[config.mk]
export PLATFORM = sky130hd
export DESIGN_NAME = serial_add_controller
export DESIGN_NICKNAME = d
export VERILOG_FILES = /design/src/rtl/serial_add_controller.sv
export SDC_FILE = /design/constraint.sdc
export NUM_CORES = 1
export LEC_CHECK = 0
export BUFFER_PORTS_ARGS = -buffer_cell sky130_fd_sc_hd__buf_4
export CORE_AREA = 2 2 46 48
export CTS_CLUSTER_SIZE = 14
export DETAILED_ROUTE_END_ITERATION = 8
export DIE_AREA = 0 0 48 50
export PLACE_DENSITY = 0.85
export SYNTH_ARGS = -nofsm -noshare
export SYNTH_HDL_FRONTEND = slang
export SYNTH_SLANG_ARGS = --single-unit
export TNS_END_PERCENT = 30
[constraint.sdc]
create_clock -name clk -period 1.4 [get_ports clk]
set_input_delay 0.14 -clock clk [delete_from_list [all_inputs] [get_ports clk]]
set_output_delay 0.14 -clock clk [all_outputs]
set_load 0.1 [all_outputs]
[src/rtl/serial_add_controller.sv]
// serial_add_controller
//   Performs one WIDTH-bit unsigned addition per request. The operands are
//   loaded in parallel and then shifted LSB-first through a 1-bit full adder
//   with a carry flop. The sum bits are collected in a shift register, and the
//   result is held until the consumer accepts it.
//
// Ports
//   clk        rising-edge clock
//   reset      synchronous, active-high; returns the block to idle
//   in_valid   request strobe: data_a/data_b are valid
//   in_ready   block can accept a request (idle only)
//   data_a     operand A, captured on accept
//   data_b     operand B, captured on accept
//   out_valid  result valid (done only)
//   out_ready  consumer takes the result
//   out_sum    sum modulo 2^WIDTH; qualify with out_valid
//   carry_out  final carry (unsigned overflow); qualify with out_valid
//   busy       operation in flight or result pending
module serial_add_controller #(
  parameter int unsigned WIDTH = 4
) (
  input  logic             clk,
  input  logic             reset,
  input  logic             in_valid,
  output logic             in_ready,
  input  logic [WIDTH-1:0] data_a,
  input  logic [WIDTH-1:0] data_b,
  output logic             out_valid,
  input  logic             out_ready,
  output logic [WIDTH-1:0] out_sum,
  output logic             carry_out,
  output logic             busy
);

  localparam int unsigned     CNT_W    = $clog2(WIDTH + 1);
  localparam logic [CNT_W-1:0] LAST_CNT = CNT_W'(WIDTH - 1);

  typedef enum logic [1:0] {
    StIdle,
    StShift,
    StDone
  } state_e;

  state_e             state_q;
  logic [WIDTH-1:0]   reg_a_q;
  logic [WIDTH-1:0]   reg_b_q;
  logic [WIDTH-1:0]   sum_q;
  logic               carry_q;
  logic [CNT_W-1:0]   cnt_q;
  logic               in_ready_q;
  logic               out_valid_q;
  logic               busy_q;

  // 1-bit full adder on the current LSBs.
  logic sum_bit;
  logic carry_d;

  always_comb begin
    sum_bit = reg_a_q[0] ^ reg_b_q[0] ^ carry_q;
    carry_d = (reg_a_q[0] & reg_b_q[0]) | (reg_a_q[0] & carry_q) | (reg_b_q[0] & carry_q);
  end

  // The handshake flags are registered alongside the state. As a result, no
  // output has a combinational path from in_valid or out_ready.
  always_ff @(posedge clk) begin
    if (reset) begin
      state_q     <= StIdle;
      reg_a_q     <= '0;
      reg_b_q     <= '0;
      sum_q       <= '0;
      carry_q     <= 1'b0;
      cnt_q       <= '0;
      in_ready_q  <= 1'b1;
      out_valid_q <= 1'b0;
      busy_q      <= 1'b0;
    end else begin
      unique case (state_q)
        StIdle: begin
          if (in_valid) begin
            reg_a_q    <= data_a;
            reg_b_q    <= data_b;
            sum_q      <= '0;
            carry_q    <= 1'b0;
            cnt_q      <= '0;
            state_q    <= StShift;
            in_ready_q <= 1'b0;
            busy_q     <= 1'b1;
          end
        end
        StShift: begin
          reg_a_q <= reg_a_q >> 1;
          reg_b_q <= reg_b_q >> 1;
          sum_q   <= {sum_bit, sum_q[WIDTH-1:1]};
          carry_q <= carry_d;
          cnt_q   <= cnt_q + 1'b1;
          // The last shift happens on this same edge, which gives exactly
          // WIDTH shift cycles.
          if (cnt_q == LAST_CNT) begin
            state_q     <= StDone;
            out_valid_q <= 1'b1;
          end
        end
        StDone: begin
          if (out_ready) begin
            state_q     <= StIdle;
            out_valid_q <= 1'b0;
            busy_q      <= 1'b0;
            in_ready_q  <= 1'b1;
          end
        end
        default: begin
          state_q     <= StIdle;
          in_ready_q  <= 1'b1;
          out_valid_q <= 1'b0;
          busy_q      <= 1'b0;
        end
      endcase
    end
  end

  assign in_ready  = in_ready_q;
  assign out_valid = out_valid_q;
  assign busy      = busy_q;
  assign out_sum   = sum_q;
  assign carry_out = carry_q;

endmodule

# Yosys cells after proc, flatten, opt, wreduce, memory -nomap -nowiden
# Index checks and enable logic that the tools add are counted.
# op_classes
n_eq_ne,6
bitwise,9
n_reduce_logical,6
order_cmp,0
n_mul,0
div,0
n_shift,0
n_mux,21
n_addsub,1
# ops
op,count
$pmux W4 S2,3
$mux W4,3
$pmux W1 S3,3
$reduce_and A3 Y1,3
$mux W2,3
$ne A2 B2 Y1 const B,3
$pmux W2 S3,1
$pmux W3 S2,1
$mux W1,5
$add A3 B1 Y3 const B,1
$and A1 B1 Y1,3
$eq A3 B2 Y1 const B,1
$mux W3,1
$eq A2 B1 Y1 const B,1
$eq A2 B2 Y1 const B,1
$logic_not A2 Y1,1
$not A1 Y1,2
$or A1 B1 Y1,2
$pmux W1 S2,1
$reduce_and A2 Y1,1
$reduce_bool A2 Y1,1
$xor A1 B1 Y1,2
# word_totals
wordCells,52
ram_bits,0
reg_bits,21
latchBits,0
input_bits,12
mem_count,0
rom_bits,0

# Longest topological paths before layout
# Gate-level depths: netlist of run 1.
# depth
depth_word,4
ltp_mapped,5

# Worst setup path before layout of run 1
# Ideal clock, no wire load.
# synth_path
path_type,reg2reg
start,register carry_q (netlist: carry_out)
end,register sum_q[3] (netlist: out_sum[3])
setup_slack_ps,-434
setup_ps,128
t_required_ps,1272
path_stages_with_launch,4
period_less_slack_ps,1834
arrival_ps,1707
path_cell_list,dfxtp_1 -> fa_1 -> a22oi_1 -> nor2_1
# synth_via
elab_chain_cells,2
# synth_lines
item,line,text
start: declaration,48,logic carry_q;
start signal: assignment,94,carry_q <= carry_d;
$xor A1 B1 Y1,59,sum_bit = reg_a_q[0] ^ reg_b_q[0] ^ carry_q;
$pmux W4 S2,77,unique case (state_q)
end signal: assignment,93,"sum_q <= {sum_bit, sum_q[WIDTH-1:1]};"
end: declaration,47,logic [WIDTH-1:0] sum_q;
# No other way between the ends.
# A chain may end at the register's enable or synchronous reset.

# Worst setup path in the final report of run 1
# layout_path
start,register state_q[0]
end,register reg_b_q[1]
# layout_via
elab_chain_cells,3
word_cells_on_any_way,6
cone_classes,2 x eq/ne; 1 x mux; 3 x reduce/logical
# layout_lines
item,line,text
start: declaration,44,state_e state_q;
start signal: assignment,67,state_q <= StIdle;
start signal: assignment,85,state_q <= StShift;
start signal: assignment,99,state_q <= StDone;
$eq A2 B1 Y1 / $logic_not A2 Y1 (equally long branches),77,
$reduce_bool A2 Y1 (no line) / $ne A2 B2 Y1 (equally long branches),--,
$reduce_and A2 Y1 (no line),--,
end signal: assignment,81,reg_b_q <= data_b;
end signal: assignment,92,reg_b_q <= reg_b_q >> 1;
end: declaration,46,logic [WIDTH-1:0] reg_b_q;
# Parallel ways exist; a longest one is shown, timed or not.

==> flow_metrics.tcl, run 1 <==
set metrics [dict create \
    status "finished, final reports clean" \
    timing.final.ws_setup_ns 0.1631 \
    netlist_top_cells_area "dfxtp_1, a211oi_2, mux2i_1" \
    pwr-share-seq_pct 56.0 \
    cts_root_buf "clkbuf_4" \
    syn_inst 92 \
    routabilityCongestion 0.7387 \
    preCtsSetupSlack_ns 0.1985 \
    setup_viol 0 \
    yosysSeqAreaShare_pct 44.09 \
    first_iter_violations 11 \
    area_growth_pct 17.06 \
    grtUsageTotal_pct 15.51 \
    stdcell_count 137 \
    grtUsageMet2_pct 23.33 \
    synth_area_leader_cell "dfxtp_1" \
    synth.most_common_cell "dfxtp_1" \
    synth_area_um2 953.4 \
    cts_resized 0 \
    hold_path.class "in -> reg" \
    required_ns 1.62 \
    maxCapViolCount 0 \
    use_met1_pct 19.41 \
    clk_pin_slew_worst_paths_ns 0.12 \
    num_vias 707 \
    grt_pass1_vias 662 \
    num_rows 16 \
    drt_wl_total_um 1594 \
    drive_above_1_share_pct 34.55 \
    stdcell_area_mm2 0.001116 \
    cts_buffers 3 \
    internal_power_mw 0.8280 \
    finalMaxSlewViolations 0 \
    use_met3_pct 3.297 \
    busiest_layer "met2" \
    switching_share_pct 29.58 \
    die_x_um 48 \
    worstSkewPairLatency_ns 0.30 \
    worstMarginPinSlew_ns 0.4267 \
    detail-route-antenna-nets 0 \
    avgSynthCellArea_um2 10.36 \
    fin_tns_setup_ns 0 \
    endpoint_kind "flip-flop" \
    drt_first_pass_iters 4 \
    cts_buffer_depth 2 \
    clkPwrFrac_pct 23.7 \
    placed_area_mm2 0.001089 \
    cellPowerDensity_mw_per_mm2 1054 \
    start_util_pct 50.13 \
    synth_commonest_cells "dfxtp_1, nor2_1, a22oi_1" \
    core_mm2 0.001902 \
    grt-ovfl-total 0 \
    drc 0 \
    antenna_found_initial 0 \
    cts_tree "yes" \
    ir_drop_v 0.0004959 \
    dp_hpwl_um 1173 \
    pin_count 20 \
    async_reset_ff_share_pct 0 \
    rsz0062_at_grt "no" \
    p_sw_mw 0.3479 \
    yosysWarnings 0 \
    crit_path_start_kind "flip-flop" \
    critPathMaxFanout 12 \
    fmax_ghz 0.8084 \
    ys_types 25 \
    synth_nets 107 \
    antennaDiodeCount 0 \
    leakagePower_nw 0.4720 \
    final.period_utilization_pct 88.35 \
    fin_worst_skew_ns 0.01000 \
    synth_edf_count 0 \
    grt_max_degree 22 \
    port_buffers 19 \
    grt_pass1_wl_um 2642 \
    postCtsSetupBuffers 0 \
    ys_seq_elements 21 \
    htree_levels 1 \
    hold_viol 0 \
    timing.rr.start "state_q[0]" \
    place_inst 133 \
    cts_hold_buf 0 \
    synth_flop_cell "dfxtp_1" \
    slew_headroom_pct 71.53 \
    synth_top_area_share_pct 44.09 \
    crit_arrival_ns 1.45 \
    worst-setup-path-type "reg -> reg" \
    wire_per_inst_um 11.64 \
    die_area_mm2 0.002400 \
    p_total_mw 1.176 \
    die_h_um 50 \
    min_from "data_a[3]" \
    startpoint "state_q[0]" \
    power_frac_comb_pct 20.3 \
    final_net_count 126 \
    cts_num_sinks 21 \
    period_needed_ns 1.237 \
    via_per_inst 5.161 \
]
[cell type report]
class / count / area, um^2
Clock buffer: 3 / 22.52
Multi-Input combinational cell: 62 / 465.4
Clock inverter: 1 / 5.005
Timing Repair Buffer: 21 / 157.7
Inverter: 2 / 7.507
Fill cell: 176 / 785.8
Tap cell: 27 / 33.78
Sequential cell: 21 / 424.2
[per-layer routing]
metal / vias to the layer above / part of all wire [%]
met5: - / 0
met4: 0 / 1.7
met3: 2 / 3.9
met2: 20 / 48
met1: 330 / 47
li1: 355 / -
[worst max-delay path: stages, from the launching register on]
cell and delay [ns]:
dfxtp_1 0.55, o21ba_4 0.34, nor2_1 0.08, a211oi_2 0.20
[registers in the layout (all words and copies together), names as in the netlist]
| name | cells |
|---|---|
| busy | 1 |
| carry_out | 1 |
| cnt_q | 3 |
| in_ready | 1 |
| out_sum | 4 |
| out_valid | 1 |
| reg_a_q | 4 |
| reg_b_q | 4 |
| state_q | 2 |
[logic make-up after synthesis]
kind of cell    share of synthesized area, %
buf+inv                                7.086
fa+ha+maj                              4.724
mux                                    7.349
flops                                  44.09
simple gates                           14.04
compound gates                         22.70
[worst paths after layout]
check                                  end  slack, ns  cells after the start
worst min register to register        busy       0.51                      2
worst min-delay path            reg_a_q[3]       0.07                      3
worst max register to register  reg_b_q[1]       0.16                      3
worst max-delay path            reg_b_q[1]       0.16                      3
[layout by cell type (no fill, tap or decap)]
cell | netlist | final
a21oi_1 | 2 | 2
nor2_1 | 16 | 16
clkinv_2 | 0 | 1
inv_1 | 2 | 2
nor2b_1 | 3 | 3
nand2_1 | 2 | 2
nor3b_1 | 1 | 1
buf_4 | 2 | 21
o21bai_2 | 1 | 1
a211oi_2 | 6 | 6
fa_1 | 1 | 1
clkbuf_4 | 0 | 3
a22oi_1 | 9 | 9
mux2i_1 | 7 | 7
dfxtp_1 | 21 | 20
o21ba_4 | 1 | 1
o21ai_0 | 1 | 1
a2bb2oi_1 | 1 | 1
nor2_2 | 4 | 4
dfxtp_4 | 0 | 1
o21a_1 | 2 | 2
o21bai_1 | 1 | 1
ha_1 | 2 | 2
nand3b_1 | 2 | 2
[power by group through the flow]
stage                     Combinational [mW]  Sequential (mW)  Clock [mW]
after CTS                              0.241            0.659       0.290
after detailed placement               0.241            0.672           0
after floorplan                        0.138            0.722           0
final                                  0.239            0.659       0.278
after global routing                   0.257            0.665       0.317
after global placement                 0.235            0.670           0
[stage by stage]
| step | utilization, % | hold WS [ns] |
|---|---|---|
| after CTS | 58.68 | 0.06894 |
| after global placement | 57.24 | 0.3836 |
| after floorplan | - | 0.2883 |
| after detailed placement | 57.24 | 0.3913 |
| final | 58.68 | 0.07484 |
| after global routing | 58.68 | 0.06691 |
Note: power is estimated with default switching activity, not from simulation.
==> inputs of run 2 (changes only) <==
--- a/config.mk
+++ b/config.mk
@@ -6,11 +6,12 @@
 export NUM_CORES = 1
 export LEC_CHECK = 0
 export BUFFER_PORTS_ARGS = -buffer_cell sky130_fd_sc_hd__buf_4
-export CORE_AREA = 2 2 46 48
+export CORE_AREA = 2 2 47 49
 export CTS_CLUSTER_SIZE = 14
 export DETAILED_ROUTE_END_ITERATION = 8
-export DIE_AREA = 0 0 48 50
-export PLACE_DENSITY = 0.85
+export DIE_AREA = 0 0 49 51
+export PLACE_DENSITY = 0.83
+export SETUP_SLACK_MARGIN = 0.4
 export SYNTH_ARGS = -nofsm -noshare
 export SYNTH_HDL_FRONTEND = slang
 export SYNTH_SLANG_ARGS = --single-unit
==> run 2 against run 1 <==
Critical path depth unchanged. Highest routed layer unchanged. Register-to-register slack improved by 0.13 ns. Sequential power about the same. Final area increased by 20%. Largest power group unchanged. Clock skew decreased by 0.0051 ns.
==> flow_metrics.tcl, run 2 (same netlist as run 1, synthesis figures left out) <==
set metrics [dict create \
    power_frac_comb_pct 23.6 \
    r2r_setup_slack_ns 0.29 \
    port_buffers 19 \
    ir_drop_v 0.0007733 \
    clkPwrFrac_pct 23.2 \
    via_per_inst 5.331 \
    crit_arrival_ns 1.30 \
    required_ns 1.60 \
    grt_max_degree 22 \
    drive_above_1_share_pct 58.97 \
    final_net_count 133 \
    antennaDiodeCount 0 \
    htree_levels 1 \
    maxCapViolCount 0 \
    fmax_ghz 0.9043 \
    hold_viol 0 \
    endpoint_kind "flip-flop" \
    die_area_mm2 0.002499 \
    drt_first_pass_iters 4 \
    cts_root_buf "clkbuf_4" \
    antenna_found_initial 0 \
    setup_viol 0 \
    cts_buffers 3 \
    grt-ovfl-total 0 \
    pin_count 20 \
    drt_wl_total_um 1972 \
    grt_pass1_wl_um 3408 \
    cts_buffer_depth 2 \
    postLayoutCoreUtil_pct 64.89 \
    final.period_utilization_pct 78.99 \
    cts_hold_buf 0 \
    routabilityCongestion 0.7159 \
    period_needed_ns 1.106 \
    cellPowerDensity_mw_per_mm2 928.6 \
    detail-route-antenna-nets 0 \
    status "finished, final reports clean" \
    switching_share_pct 30.47 \
    dp_hpwl_um 1238 \
    wire_per_inst_um 13.60 \
    preCtsSetupSlack_ns 0.1012 \
    finalMaxSlewViolations 0 \
    pwr-share-seq_pct 53.2 \
    p_sw_mw 0.3788 \
    num_vias 773 \
    mostFrequentLayoutCell "buf_4" \
    internal_power_mw 0.8644 \
    hold_path.class "in -> reg" \
    worst-setup-path-type "reg -> reg" \
    hold_slack_ns 0.08062 \
    worstSkewPairLatency_ns 0.30 \
    leakagePower_nw 0.5241 \
    drc 0 \
    worstMarginPinSlew_ns 0.2775 \
    die_x_um 49 \
    timing.final.ws_setup_ns 0.2942 \
    grtUsageTotal_pct 17.84 \
    die_h_um 51 \
    slew_headroom_pct 81.65 \
    cts_tree "yes" \
    crit_path_start_kind "flip-flop" \
    start_util_pct 46.21 \
    critPathMaxFanout 3 \
    first_iter_violations 22 \
    p_total_mw 1.243 \
    grt_pass1_vias 787 \
    final_cell_mix "buf_4, nor2_1, dfxtp_2, dfxtp_1" \
    fin_tns_setup_ns 0 \
    area_growth_pct 40.42 \
    num_rows 17 \
    cts_num_sinks 21 \
    clk_pin_slew_worst_paths_ns 0.11 \
    n_fill_cell 166 \
    rsz0062_at_grt "yes" \
    core_mm2 0.002063 \
    fin_worst_skew_ns 0.004878 \
]
==> run 2: area by class of cell <==
| cell class | instances | area [um^2] | area share [%] |
|---|---|---|---|
| inverter | 2 | 7.507 | 0.5607 |
| tap | 28 | 35.03 | 2.617 |
| sequential | 21 | 447.9 | 33.46 |
| clock buffer | 4 | 26.28 | 1.963 |
| timing repair buffer | 26 | 249.0 | 18.60 |
| multi-input combinational | 64 | 573.1 | 42.80 |
==> run 2: worst paths after layout <==
kind             start         end  cells past startpoint
min          data_a[3]  reg_a_q[3]                      3
max          carry_out  out_sum[3]                      3
max reg2reg  carry_out  out_sum[3]                      3
min reg2reg       busy        busy                      2
==> run 2: stage by stage <==
| stage | cell area, um^2 | std cells |
|---|---|---|
| after global placement | 1125 | 134 |
| after global routing | 1339 | 145 |
| after detailed placement | 1125 | 134 |
| after floorplan | 992.2 | 92 |
| after CTS | 1245 | 144 |
| final | 1339 | 145 |
==> run 2: routing by layer <==
layer / vias to the layer above / routed length [um] / track usage [%] / share of wire (%)
li1: 380 / - / - / -
met1: 369 / 807 / 20.07 / 41
met2: 19 / 1031 / 31.51 / 52
met3: 5 / 92 / 4.094 / 4.7
met4: 0 / 40 / 9.524 / 2.0
met5: - / 0 / 0 / 0
==> run 2: worst max-delay path, cell delays in order (launching register included) <==
cell and delay, ns:
dfxtp_4 0.39, fa_2 0.44, a22oi_2 0.13, nor2_1 0.05
==> run 2: power by group through the flow <==
stage	sequential (mW)	clock, mW	combinational, mW
2_1_floorplan	0.724	0	0.141
3_3_place_gp	0.672	0	0.237
3_5_place_dp	0.674	0	0.245
4_1_cts	0.659	0.293	0.276
5_1_grt	0.666	0.325	0.316
6_report	0.661	0.289	0.293
==> run 2: what timing repair did <==
item	in CTS	in global routing
resized for setup	12	22
setup buffers	4	1
endpoints found under the setup margin	27	28
gates cloned	2	0
pin swaps	5	3
